==> src/rtl/uart_tx_arbiter.sv <==
// Purpose: arbitrates NUM_REQ byte sources onto one uart_tx launch port (round-robin if UART_ARB_RR_EN, else fixed priority).
// Latency: accept to tx_valid is 1 cycle; next accept no sooner than FRAME_CYCLES+GAP_CYCLES+2 cycles later.
// Backpressure: req_ready is a combinational one-hot strobe raised only in IDLE; requesters hold req_valid until served.
module uart_tx_arbiter #(
  parameter int CLK_FREQ   = 100_000_000,
  parameter int BAUD_RATE  = 1_000_000,
  parameter int DATA_BIT   = 8,
  parameter int STOP_BIT   = 1,
  parameter int CHECK_BIT  = 0,
  parameter int GAP_CYCLES = 0,
  parameter int NUM_REQ    = 4
) (
  input  logic                       clk,
  input  logic                       rst,
  input  logic [NUM_REQ-1:0]         req_valid,
  input  logic [NUM_REQ*8-1:0]       req_data,
  output logic [NUM_REQ-1:0]         req_ready,
  output logic [7:0]                 tx_data,
  output logic                       tx_valid,
  output logic                       busy,
  output logic [$clog2(NUM_REQ)-1:0] grant_id
);

  localparam int BIT_CYCLES   = CLK_FREQ / BAUD_RATE;
  localparam int FRAME_CYCLES = BIT_CYCLES * (1 + DATA_BIT + CHECK_BIT + STOP_BIT);
  localparam int WAIT_LOAD    = FRAME_CYCLES + GAP_CYCLES - 1;
  localparam int CNT_W        = (WAIT_LOAD > 0) ? $clog2(WAIT_LOAD + 1) : 1;
  localparam int GW           = $clog2(NUM_REQ);

  typedef enum logic [1:0] {IDLE, LAUNCH, WAIT} state_t;

  state_t           state;
  state_t           state_nxt;
  logic [CNT_W-1:0] cnt;
  logic [GW-1:0]    win_idx;
  logic             win_found;
  logic             accept;
  logic [7:0]       sel_byte;

`ifdef UART_ARB_RR_EN
  logic [GW-1:0] ptr;
  logic [GW-1:0] cand;

  // Round-robin search: first pending requester at or after ptr, wrapping.
  always_comb begin
    win_found = 1'b0;
    win_idx   = '0;
    cand      = '0;
    for (int k = 0; k < NUM_REQ; k++) begin
      cand = GW'((int'(ptr) + k) % NUM_REQ);
      if (!win_found && req_valid[cand]) begin
        win_found = 1'b1;
        win_idx   = cand;
      end
    end
  end

  // Pointer moves one past the winner on every accept.
  always_ff @(posedge clk) begin
    if (rst) begin
      ptr <= '0;
    end else if (accept) begin
      ptr <= (win_idx == GW'(NUM_REQ - 1)) ? '0 : win_idx + GW'(1);
    end
  end
`else
  // Fixed priority: the lowest pending index wins.
  always_comb begin
    win_found = |req_valid;
    win_idx   = '0;
    for (int k = NUM_REQ - 1; k >= 0; k--) begin
      if (req_valid[k]) win_idx = GW'(k);
    end
  end
`endif

  // Byte lane of the current winner.
  always_comb begin
    sel_byte = '0;
    for (int k = 0; k < NUM_REQ; k++) begin
      if (GW'(k) == win_idx) sel_byte = req_data[8*k +: 8];
    end
  end

  // Next-state and handshake outputs; reset masks ready, busy and launch.
  always_comb begin
    state_nxt = state;
    req_ready = '0;
    tx_valid  = 1'b0;
    accept    = 1'b0;
    busy      = (state != IDLE) && !rst;
    case (state)
      IDLE: begin
        if (win_found && !rst) begin
          accept             = 1'b1;
          req_ready[win_idx] = 1'b1;
          state_nxt          = LAUNCH;
        end
      end
      LAUNCH: begin
        tx_valid  = !rst;
        state_nxt = WAIT;
      end
      WAIT: begin
        if (cnt == '0) state_nxt = IDLE;
      end
      default: state_nxt = IDLE;
    endcase
  end

  // State register.
  always_ff @(posedge clk) begin
    if (rst) begin
      state <= IDLE;
    end else begin
      state <= state_nxt;
    end
  end

  // Byte capture on accept, frame-wait down-counter loaded at launch.
  always_ff @(posedge clk) begin
    if (rst) begin
      tx_data  <= '0;
      grant_id <= '0;
      cnt      <= '0;
    end else begin
      if (accept) begin
        tx_data  <= sel_byte;
        grant_id <= win_idx;
      end
      if (state == LAUNCH) begin
        cnt <= CNT_W'(WAIT_LOAD);
      end else if (state == WAIT && cnt != '0) begin
        cnt <= cnt - CNT_W'(1);
      end
    end
  end

endmodule

==> config.mk <==
export PLATFORM = sky130hd
export DESIGN_NAME = uart_tx_arbiter
export DESIGN_NICKNAME = d
export VERILOG_FILES = /design/src/rtl/uart_tx_arbiter.sv
export SDC_FILE = /design/constraint.sdc
export NUM_CORES = 1
export LEC_CHECK = 0
export CAP_MARGIN = 20
export CORE_ASPECT_RATIO = 1.5
export CORE_MARGIN = 2
export CORE_UTILIZATION = 30
export DETAILED_ROUTE_END_ITERATION = 12
export PLACE_DENSITY = 0.65
export SLEW_MARGIN = 20
export SYNTH_ARGS = -nofsm -noshare
export SYNTH_HDL_FRONTEND = slang
export SYNTH_SLANG_ARGS = --single-unit
==> constraint.sdc <==
create_clock -name clk -period 5.5 [get_ports clk]
set_input_delay 1.65 -clock clk [delete_from_list [all_inputs] [get_ports clk]]
set_output_delay 1.65 -clock clk [all_outputs]
set_load 0.005 [all_outputs]
==> metrics.md <==
| Metric | Value |
|---|---|
| Final Wtd Congestion | `roughly 0.84` |
| Unrepaired setup endpoints after global routing | `false` |
| Gr ovfl total | `0` |
| Setup Skew | `approximately 0.0050 ns` |
| CTS sink count | `22` |
| Leak | `0.760 nW` |
| Seq/Total Area, Yosys | `between 20% and 30%` |
| Top-level port count | `54` |
| Layout cells sized above 1 | `roughly an eighth` |
| Synthesized net count | `218` |
| Fin nets | `~270` |
| Row cnt | `31` |
| GRT Util Overall | `~15%` |
| Post-cts sizing count | `0` |
| Initial antenna violation count | `0` |
| CP endpoint kind | `output port` |
| Post-CTS Setup Bufs | `0` |
| Slowest stage delay, CP | `0.63 ns` |
| Final Hold Vio Count | `0` |
| Cell mode on critical path | `clkdlybuf4s50_1` |
| WL/cell | `~13 µm` |
| WP data arrival | `approximately 3.5 ns` |
| Detail Route Antenna Nets | `0` |
| CTS Buf Count | `3` |
| Max Transition Viols Final | `0` |
| Dpl hpwl | `about 3200 µm` |
| Slew @ Worst Pin | `approximately 0.84 ns` |
| Syn Area/Cell | `just over 8 µm²` |
| Commonest non-fill, non-tap cells in the layout | `clkdlybuf4s50_1 (53), dfxtp_1 (22), nor2_1 (14), nand3_1 (11)` |
| Worst hold stages | `2` |
| R2R setup slack | `~3.6 ns` |
| Endpoints failing setup | `0` |
| Yosys warns | `0` |
| CP Cell Sequence | `clkdlybuf4s50_1 > or4b_4 > nor3_1 > clkdlybuf4s50_1` |
| Critical path buffers and inverters | `2` |
| CP Class | `input pin to output port` |
| Chip width | `61.3 µm` |
| Finished Cell Area | `0.00217 mm²` |
| Initial Util | `slightly above 30%` |
| Synth Instances | `approximately 180` |
| Fin crit period | `5.19 ns` |
| Layout fillers | `~470` |
| Vias in the first global route | `~1.5k` |
| Synth unique cells | `52` |
| Worst Path Max Fanout | `9` |
| Largest net degree at the start of global routing | `24` |
| F_max | `roughly 190 MHz` |
| R2R Path Start | `cnt[0]` |
| Worst hold endpoint | `tx_data[1]` |
| Number of port buffers | `53` |
| # diodes | `0` |
| 1st-iter DRT viols | `29` |
| Hold WC Path Type | `flip-flop to flip-flop` |
| First-pass GRT wire length | `6770 µm` |
| R2R cell count | `6` |
| Final period utilization | `94.4%` |
| DR vias | `~1.6k` |
| Die ar. | `0.00551 mm²` |
| Chip height | `89.9 µm` |
| H-tree depth | `1` |
| CP Data Required Time | `roughly 3.9 ns` |
| Cts hold-fix bufs | `0` |
| DP Area | `roughly 0.0021 mm²` |
| Synth Cell Area | `around 0.0015 mm²` |
| Critical path's top delay family | `buffers and inverters` |
| CTS tree | `yes` |
| EDFF count, synth | `0` |
| Worst R2R End | `cnt[0]` |
| Slew HR | `around 43%` |
| Cell Pwr Density | `about 260 mW/mm²` |
| Pre-antenna DRT Iters | `4` |
| Syn-to-layout area delta | `46.9%` |
| Routed WL | `roughly 4000 µm` |
| Core area | `between 0.004 and 0.005 mm²` |
| Synth async-reset ratio | `0%` |
| Worst min-delay path startpoint | `tx_data[1]` |
| Dominant synthesized flop cell | `dfxtp_1` |
| Outcome | `complete, no violations` |
| Root Buffer | `clkbuf_8` |
| Max Cap Viol | `0` |
| Critical Path Slowest Stage Cell | `or4b_4` |
| Post-route setup TNS | `0 ns` |
| Clock latency on the worst-skew pair | `~0.27 ns` |
| Vias per inst | `5.21` |
| CTS clock-pin slew for the worst setup and hold paths | `roughly 0.09 ns` |
| Startpoint Class | `input pin` |
| Peak supply drop | `about 0.00013 V` |
| Clk buf depth | `2` |
| Drc violations | `0` |
| #FFs+latches synth | `22` |
| Most common cell after layout, fill and taps aside | `clkdlybuf4s50_1` |
report_power, final:
part | internal [W] | total [W] | switching (W)
combinational | 0.000103 | 0.000197 | 0.0000944
sequential | 0.000180 | 0.000205 | 0.0000257
clock | 0.0000973 | 0.000153 | 0.0000560
logic make-up (layout without fill, tap and decap cells):
family          count (synthesis)  in the layout  synth area share, %
compound gates                 61             61                 32.5
xor+xnor                        2              2                 1.19
fa+ha+maj                       1              1                0.847
buf+inv                        18             72                 5.85
flops                          22             22                 29.8
simple gates                   75             75                 29.8
registers in the layout, indices dropped and copies added (netlist names):
signal and cells:
grant_id 2, cnt 10, state 2, tx_data 8
how the worst max path moves through the flow:
| stage | start | endpoint | slack, ns | cells after the start |
|---|---|---|---|---|
| detailed placement | req_valid[1] | req_ready[3] | 0.32 | 4 |
| global route | req_valid[1] | req_ready[2] | 0.14 | 5 |
| global placement | req_valid[1] | req_ready[3] | 0.32 | 4 |
| CTS | req_valid[1] | req_ready[3] | 0.30 | 4 |
| floorplan | req_valid[2] | req_ready[3] | 1.31 | 3 |
| finish | req_valid[1] | req_ready[3] | 0.31 | 4 |
synth_stat cells (2+ instances only):
| master | number | area (µm²) |
|---|---|---|
| dfxtp_1 | 22 | 440 |
| or2_2 | 2 | 12.5 |
| o21ai_0 | 7 | 35.0 |
| buf_4 | 2 | 15.0 |
| clkbuf_1 | 6 | 22.5 |
| a311oi_1 | 3 | 26.3 |
| a31oi_1 | 10 | 62.6 |
| nor2_1 | 14 | 52.6 |
| o221a_2 | 2 | 22.5 |
| or3_1 | 3 | 18.8 |
| o221ai_1 | 6 | 52.6 |
| nand2b_1 | 9 | 56.3 |
| buf_2 | 2 | 10.0 |
| inv_1 | 4 | 15.0 |
| a41o_1 | 2 | 20.0 |
| o31a_1 | 3 | 26.3 |
| nand2_1 | 9 | 33.8 |
| and3_1 | 3 | 18.8 |
| nand3_1 | 11 | 55.1 |
| a22o_1 | 6 | 52.6 |
| a211oi_1 | 2 | 15.0 |
| nor3_1 | 6 | 30.0 |
| a21oi_1 | 10 | 50.1 |
| nor2b_1 | 6 | 37.5 |
| o211ai_1 | 2 | 15.0 |
tightest hold or removal path, delay by kind of cell, from the launching register on:
kind,cells,cell delay (ns)
flip-flops,1,0.32
AND/OR/NAND/NOR,1,0.05
AO/OA/AOI/OAI,1,0.06
final cells by class:
type                       instances  area [µm²]  share of cell area, %
clock buffer                       3        41.3                   1.90
sequential                        22         440                   20.3
timing repair buffer              63         606                   27.9
clock inverter                     1        30.0                   1.38
tap                               66        82.6                   3.81
multi-input combinational        139         950                   43.8
inverter                           5        18.8                  0.866
metrics by stage:
stage          total power (W)  utilization (%)  hold WS (ns)  instances  setup WS (ns)
2_1_floorplan         0.000326                -         0.448        179           1.31
3_3_place_gp          0.000405             44.0         0.449        295          0.323
3_5_place_dp          0.000406             44.0         0.452        295          0.318
4_1_cts               0.000561             45.4         0.466        299          0.304
5_1_grt               0.000587             45.4         0.490        299          0.143
6_report              0.000556             45.4         0.471        299          0.310
per-layer routing:
layer	vias to the layer above	global-route usage (%)	share of wire, %
li1	793	-	-
met1	705	18.0	40
met2	53	25.9	51
met3	6	4.46	7.5
met4	0	5.25	1.5
met5	-	0	0
No activity file was read; power rests on OpenSTA's default activity.
